### src/rtl/fifo_wr_arbiter_pkg.sv
// Shared definitions for the FIFO write-port arbiter: FSM encoding and width helpers.
package fifo_arb_pkg;

  typedef enum logic [0:0] {
    ST_IDLE = 1'b0,
    ST_LOCK = 1'b1
  } arb_state_e;

  function automatic int clog2(input int n);
    int r;
    r = 0;
    for (int v = n - 1; v > 0; v = v >> 1) r++;
    return r;
  endfunction

  // Index width that is never zero, so a 1-bit index survives degenerate sizes.
  function automatic int idx_w(input int n);
    return (n < 2) ? 1 : clog2(n);
  endfunction

endpackage

### src/rtl/fifo_wr_arbiter_if.sv
// Bundle between N_REQ producers, the write arbiter and the fifo_sync write port.
interface fifo_wr_arbiter_if
  import fifo_arb_pkg::*;
#(
  parameter int N_REQ      = 4,
  parameter int DATA_WIDTH = 8
);
  localparam int IW = idx_w(N_REQ);

  // A beat moves from requester i on a clock edge where req_valid[i] & req_ready[i];
  // req_ready is combinational and at most one bit is set, which is exactly fifo_wr_en.
  logic [N_REQ-1:0]            req_valid;
  logic [N_REQ*DATA_WIDTH-1:0] req_data;
  logic [N_REQ-1:0]            req_ready;
  logic                        pause;
  logic                        fifo_full;
  logic                        fifo_wr_en;
  logic [DATA_WIDTH-1:0]       fifo_din;
  logic [IW-1:0]               last_grant;
  arb_state_e                  dbg_state;

  modport master (
    output req_valid, req_data, pause, fifo_full,
    input  req_ready, fifo_wr_en, fifo_din, last_grant, dbg_state
  );

  modport slave (
    input  req_valid, req_data, pause, fifo_full,
    output req_ready, fifo_wr_en, fifo_din, last_grant, dbg_state
  );

endinterface

### src/rtl/fifo_wr_arbiter_pick.sv
// Round-robin pick: rotate requests by the pointer, find the first set bit, rotate back.
module rr_priority_pick #(
  parameter int N  = 4,
  parameter int IW = 2
) (
  input  logic [N-1:0]  i_req,
  input  logic [IW-1:0] i_ptr,
  output logic [N-1:0]  o_grant,
  output logic [IW-1:0] o_idx,
  output logic          o_any
);

  logic [N-1:0] w_rot;

  always_comb begin
    w_rot = '0;
    for (int k = 0; k < N; k++) begin
      w_rot[k] = i_req[IW'((int'(i_ptr) + k) % N)];
    end
    o_any   = |w_rot;
    o_idx   = '0;
    o_grant = '0;
    // Descending scan so the lowest rotated position is the last one written.
    for (int k = N - 1; k >= 0; k--) begin
      if (w_rot[k]) begin
        o_idx = IW'((int'(i_ptr) + k) % N);
      end
    end
    if (o_any) o_grant = N'(1) << o_idx;
  end

endmodule

### src/rtl/fifo_wr_arbiter.sv
// Round-robin arbiter sharing one fifo_sync write port among N_REQ producers.
// Define FIFO_ARB_BURST_EN to let a granted requester keep the port for up to MAX_BURST beats.
module fifo_wr_arbiter
  import fifo_arb_pkg::*;
#(
  parameter int N_REQ      = 4,
  parameter int DATA_WIDTH = 8,
  parameter int MAX_BURST  = 4
) (
  input logic               clk,
  input logic               rst,
  fifo_wr_arbiter_if.slave  bus
);

  localparam int IW = idx_w(N_REQ);

  if (N_REQ < 2 || N_REQ > 8 || MAX_BURST < 1) begin : g_param_check
    $error("fifo_wr_arbiter: N_REQ must be 2..8 and MAX_BURST at least 1");
  end

  arb_state_e          r_state, w_state_nxt;
  logic [IW-1:0]       r_rr_ptr, w_rr_ptr_nxt;
  logic [IW-1:0]       r_last_grant, w_last_grant_nxt;
  logic [N_REQ-1:0]    w_elig;
  logic [N_REQ-1:0]    w_pick_grant;
  logic [IW-1:0]       w_pick_idx;
  logic                w_pick_any;
  logic [N_REQ-1:0]    w_grant;
  logic [DATA_WIDTH-1:0] w_din;

`ifdef FIFO_ARB_BURST_EN
  localparam int BW = clog2(MAX_BURST + 1);
  logic [IW-1:0] r_lock_id, w_lock_id_nxt;
  logic [BW-1:0] r_burst_cnt, w_burst_cnt_nxt;
`endif

  function automatic logic [IW-1:0] wrap_inc(input logic [IW-1:0] v);
    if (v == IW'(N_REQ - 1)) return '0;
    return v + IW'(1);
  endfunction

  // rst is part of eligibility so grants drop in the same cycle reset rises.
  assign w_elig = bus.req_valid & {N_REQ{~bus.fifo_full & ~bus.pause & ~rst}};

  rr_priority_pick #(.N(N_REQ), .IW(IW)) u_pick (
    .i_req   (w_elig),
    .i_ptr   (r_rr_ptr),
    .o_grant (w_pick_grant),
    .o_idx   (w_pick_idx),
    .o_any   (w_pick_any)
  );

  always_comb begin
    w_grant          = '0;
    w_state_nxt      = r_state;
    w_rr_ptr_nxt     = r_rr_ptr;
    w_last_grant_nxt = r_last_grant;
`ifdef FIFO_ARB_BURST_EN
    w_lock_id_nxt    = r_lock_id;
    w_burst_cnt_nxt  = r_burst_cnt;
`endif
    case (r_state)
      ST_IDLE: begin
        if (w_pick_any) begin
          w_grant          = w_pick_grant;
          w_rr_ptr_nxt     = wrap_inc(w_pick_idx);
          w_last_grant_nxt = w_pick_idx;
`ifdef FIFO_ARB_BURST_EN
          if (MAX_BURST > 1) begin
            w_state_nxt     = ST_LOCK;
            w_lock_id_nxt   = w_pick_idx;
            w_burst_cnt_nxt = BW'(1);
          end
`endif
        end
      end
`ifdef FIFO_ARB_BURST_EN
      ST_LOCK: begin
        // A withdrawn holder releases the lock without a beat; full/pause merely stall.
        if (!bus.req_valid[r_lock_id]) begin
          w_state_nxt     = ST_IDLE;
          w_rr_ptr_nxt    = wrap_inc(r_lock_id);
          w_burst_cnt_nxt = '0;
        end else if (w_elig[r_lock_id]) begin
          w_grant[r_lock_id] = 1'b1;
          w_last_grant_nxt   = r_lock_id;
          if (r_burst_cnt == BW'(MAX_BURST - 1)) begin
            w_state_nxt     = ST_IDLE;
            w_rr_ptr_nxt    = wrap_inc(r_lock_id);
            w_burst_cnt_nxt = '0;
          end else begin
            w_burst_cnt_nxt = r_burst_cnt + BW'(1);
          end
        end
      end
`endif
      default: w_state_nxt = ST_IDLE;
    endcase
  end

  always_comb begin
    w_din = '0;
    for (int i = 0; i < N_REQ; i++) begin
      if (w_grant[i]) w_din = bus.req_data[i*DATA_WIDTH +: DATA_WIDTH];
    end
  end

  always_ff @(posedge clk or posedge rst) begin
    if (rst) begin
      r_state      <= ST_IDLE;
      r_rr_ptr     <= '0;
      r_last_grant <= '0;
    end else begin
      r_state      <= w_state_nxt;
      r_rr_ptr     <= w_rr_ptr_nxt;
      r_last_grant <= w_last_grant_nxt;
    end
  end

`ifdef FIFO_ARB_BURST_EN
  always_ff @(posedge clk or posedge rst) begin
    if (rst) begin
      r_lock_id   <= '0;
      r_burst_cnt <= '0;
    end else begin
      r_lock_id   <= w_lock_id_nxt;
      r_burst_cnt <= w_burst_cnt_nxt;
    end
  end
`endif

  assign bus.req_ready  = w_grant;
  assign bus.fifo_wr_en = |w_grant;
  assign bus.fifo_din   = w_din;
  assign bus.last_grant = r_last_grant;
  assign bus.dbg_state  = r_state;

endmodule
### src/flat_wrapper.sv
// flat-port wrapper written by rule: the top's interface ports become plain ports
module fifo_wr_arbiter_flat import fifo_arb_pkg::*;
#(
  parameter int N_REQ      = 4,
  parameter int DATA_WIDTH = 8,
  parameter int MAX_BURST  = 4
)
  (clk, rst, bus_req_valid, bus_req_data, bus_pause, bus_fifo_full, bus_req_ready, bus_fifo_wr_en, bus_fifo_din, bus_last_grant, bus_dbg_state);
  fifo_wr_arbiter_if #(.N_REQ(N_REQ), .DATA_WIDTH(DATA_WIDTH)) bus_i ();
  input logic clk;
  input logic rst;
  input wire logic [$bits(bus_i.req_valid)-1:0] bus_req_valid;
  input wire logic [$bits(bus_i.req_data)-1:0] bus_req_data;
  input wire logic [$bits(bus_i.pause)-1:0] bus_pause;
  input wire logic [$bits(bus_i.fifo_full)-1:0] bus_fifo_full;
  output wire logic [$bits(bus_i.req_ready)-1:0] bus_req_ready;
  output wire logic [$bits(bus_i.fifo_wr_en)-1:0] bus_fifo_wr_en;
  output wire logic [$bits(bus_i.fifo_din)-1:0] bus_fifo_din;
  output wire logic [$bits(bus_i.last_grant)-1:0] bus_last_grant;
  output wire logic [$bits(bus_i.dbg_state)-1:0] bus_dbg_state;
  assign bus_i.req_valid = bus_req_valid;
  assign bus_i.req_data = bus_req_data;
  assign bus_i.pause = bus_pause;
  assign bus_i.fifo_full = bus_fifo_full;
  assign bus_req_ready = bus_i.req_ready;
  assign bus_fifo_wr_en = bus_i.fifo_wr_en;
  assign bus_fifo_din = bus_i.fifo_din;
  assign bus_last_grant = bus_i.last_grant;
  assign bus_dbg_state = bus_i.dbg_state;
  fifo_wr_arbiter #(.N_REQ(N_REQ), .DATA_WIDTH(DATA_WIDTH), .MAX_BURST(MAX_BURST)) u_core (.clk(clk), .rst(rst), .bus(bus_i));
endmodule
### config.mk
export PLATFORM = sky130hd
export DESIGN_NAME = fifo_wr_arbiter_flat
export DESIGN_NICKNAME = d
export VERILOG_FILES = /design/src/rtl/fifo_wr_arbiter_pkg.sv /design/src/rtl/fifo_wr_arbiter_if.sv /design/src/rtl/fifo_wr_arbiter_pick.sv /design/src/rtl/fifo_wr_arbiter.sv /design/src/flat_wrapper.sv
export SDC_FILE = /design/constraint.sdc
export NUM_CORES = 1
export LEC_CHECK = 0
export ABC_AREA = 1
export CORE_ASPECT_RATIO = 0.75
export CORE_MARGIN = 2
export CORE_UTILIZATION = 30
export CTS_BUF_LIST = sky130_fd_sc_hd__clkbuf_16
export DETAILED_ROUTE_END_ITERATION = 10
export PLACE_DENSITY = 0.65
export SETUP_SLACK_MARGIN = 0.02
export SYNTH_ARGS = -nofsm -noshare
export SYNTH_HDL_FRONTEND = slang
export SYNTH_SLANG_ARGS = --single-unit
### constraint.sdc
create_clock -name clk -period 3.35 [get_ports clk]
set_input_delay 0.335 -clock clk [delete_from_list [all_inputs] [get_ports clk]]
set_output_delay 0.335 -clock clk [all_outputs]
set_load 0.005 [all_outputs]
==> summary.md <==
| Metric | Value |
|---|---|
| Area growth syn-to-layout | 84.0% |
| Pre-Repair DR Iteration Count | 4 |
| R2r startpoint | u_core.r_rr_ptr[0]$_DFFE_PP0P_ |
| Y dimension of the die | 54.1 um |
| # rows | 18 |
| # H-tree levels | 1 |
| DRC violation count after routing | 0 |
| Total congestion overflow after global routing | 0 |
| Final Max Slew Viols | 0 |
| Combinational share of power | 0.848 |
| Switching part of the total power | 0.462 |
| Clock tree from TritonCTS | done |
| Maxcap violations | 0 |
| Crit path time final | 3.27 ns |
| Top Ports | 56 |
| Count of unique library cells instantiated by Yosys | 25 |
| Detail Route Antenna Nets | 0 |
| Setup repair after global routing missed its margin | true |
| TritonCTS Buffers | 3 |
| Total Routing Usage GR | 0.158 |
| CP cell instances | clkdlybuf4s50_1 > inv_2 > nand4_1 > nand3_2 > nand2_2 > o21ai_1 > nand2_1 > nand2_1 > nand3_2 > nand2_2 > inv_1 > ha_1 > buf_4 > nor2_1 > nand3_1 > nand3_1 > nand2_1 > nand2_1 > clkdlybuf4s50_1 |
| Critical Path Source Type | input port |
| Final hold violations | 0 |
| Total die area | 3830 um2 |
| Status | completed |
| HPWL Detailed | 2.47 mm |
| Total net switching power | 900 uW |
| WL final | 3.08 mm |
| Number of vias per cell after detailed routing | 4.44 |
| Antenna Diode Count | 0 |
| Antenna violations before repair | 0 |
| Cell count after synthesis | 178 |
| Final worst clock skew | 0.000320 ns |
| Post-Syn Nets | 222 |
| Post-Syn Area per Cell | 5.64 um2 |
| Bufs on Longest Clock Path | 2 |
| Final non-filler cell area | 1850 um2 |
| Final Hold Slack | 0.191 ns |
| Share of layout cells above drive strength 1 | 0.234 |
| P_int | 1050 uW |
| Final period util | 0.976 |
| Total of warnings raised by yosys | 0 |
| Setup-failing EPs final | 0 |
| Number of buffers inserted by port buffering | 54 |
| Area of the core region | 3240 um2 |
| Most common cell after layout, fill and taps aside | nand2_1 |
| Starting density of the core | 0.309 |
| Maximum ir drop on the vdd rail | 0.000597 V |
| Root buffer cell | clkbuf_16 |
| First element of the critical path | bus_fifo_full |
| Commonest non-fill, non-tap cells in the layout | nand2_1 (50), clkdlybuf4s50_1 (46), inv_1 (24), nand3_1 (23), buf_4 (21) |
| Crit path arrival time | 2.93 ns |
| Cell with the largest stage delay on the worst path | clkdlybuf4s50_1 |
| Cell area after synthesis | 1000 um2 |
| Placed cell areas | 1690 um2 |
| Combined buffer and inverter count along the critical path | 5 |
| Worst Path Max Fanout | 9 |
| Hold WC Path Type | input port to async pin |
| Via count | 1280 |
| Max incr delay on CP | 0.49 ns |
| Clock-pin slew on the worst setup and hold paths | 0.03 ns |
| Power per unit of standard cell area | 1060 nW/um2 |
| Nets | 294 |
| Element type at the critical path end | output port |
| Fmax | 306 MHz |
| Clock group share of total power | 0.094 |
| Total of flip-flops plus latches after synthesis | 4 |
| Sequential cell fraction of total power | 0.058 |
| Required time worst endpoint | 3.01 ns |
| Routability cong. | 0.853 |
| Portion of the post-synthesis area used by sequential elements | 0.0998 |
| X dimension of the die | 70.8 um |
| Per-cell routed wire length | 10.7 um |
| Top cell by count, worst path | nand2_1 |
| Crit-path leading delay family | buffers and inverters |
| Cell leakage power | 0.00104 uW |
| Kind of critical path | input port to output port |
| Clock latency on the worst-skew pair | 0.22 ns |
| Number of sinks on the clock net | 4 |
| Sum Neg Setup Slack | 0 ns |
| Maximum number of pins on one net before global-route repair | 28 |
| Number of global-route vias before repair | 1097 |
| Initial DRC count | 66 |
| Global-route wire length before repair | 4.82 mm |
## cell type report
class	instances	area (um2)
Fill cell	332	1400
Inverter	35	134
Timing Repair Buffer	76	723
Sequential cell	4	101
Tap cell	40	50.0
Clock buffer	3	75.1
Multi-Input combinational cell	130	763
## power groups by stage
stage | logic (uW) | clock network (uW) | registers, uW
after floorplan | 888 | 0 | 94.1
after global placement | 1590 | 0 | 114
after detailed placement | 1600 | 0 | 113
after CTS | 1620 | 185 | 112
after global routing | 1850 | 191 | 118
final | 1650 | 183 | 114
## cell families (layout without fill, tap and decap cells)
kind of cell	Yosys count	after routing	share of synthesized area
buffers and inverters	44	114	0.187
adders and majority gates	4	4	0.0499
other	1	1	0.00374
AOI/OAI and AO/OA	7	7	0.0349
xor gates and xnor gates	2	2	0.0249
and+or+nand+nor	116	116	0.600
DFF	4	4	0.0998
## metrics by stage
stage | utilization | worst slack (ns) | power [uW] | cells
6_report | 0.569 | 0.0806 | 1950 | 288
2_1_floorplan | - | 0.726 | 982 | 178
3_3_place_gp | 0.520 | -0.0941 | 1710 | 281
3_5_place_dp | 0.520 | -0.178 | 1710 | 281
5_1_grt | 0.569 | -0.0977 | 2160 | 288
4_1_cts | 0.552 | 0.0380 | 1920 | 286
## registers in the layout (all words and copies together) (netlist names)
name	cells
u_core.bus.last_grant	2
u_core.r_rr_ptr	2
## worst paths after layout
kind / slack (ns) / depth (start not counted) / endpoint
hold reg to reg: 0.52 / 2 / u_core.bus.last_grant[0]$_DFFE_PP0P_
setup reg to reg: 1.24 / 11 / u_core.r_rr_ptr[1]$_DFFE_PP0P_
hold / removal: 0.19 / 2 / u_core.bus.last_grant[1]$_DFFE_PP0P_
max in group asynchronous: 2.99 / 2 / u_core.r_rr_ptr[0]$_DFFE_PP0P_
setup / recovery: 0.08 / 19 / bus_fifo_din[5]
min in group clk: 0.52 / 2 / u_core.bus.last_grant[0]$_DFFE_PP0P_
## cell usage after synthesis (all sizes together)
master  instances  area, um2
inv            28        105
nand2          56        234
nand4          10       77.6
buf             7       48.8
a21oi           3       15.0
conb            1       3.75
xnor2           1       8.76
o21ai           4       20.0
xor2            1       16.3
clkinv          7       26.3
dfrtp           4        100
nor2           12       60.1
clkbuf          2       7.51
nand3          38        230
ha              4       50.1
## repair_timing
item	in CTS	in global routing
pin swaps	6	9
setup buffers	2	2
resized for setup	9	15
hold buffers	0	0
setup endpoints to repair	10	10
## routing by layer
metal	wire [um]	part of all wire	global-route usage
met3	178	0.058	0.0243
met2	1300	0.42	0.232
met4	8	0.0026	0.0409
met1	1600	0.52	0.239
met5	0	0	0
Note: power is estimated with default switching activity, not from simulation.
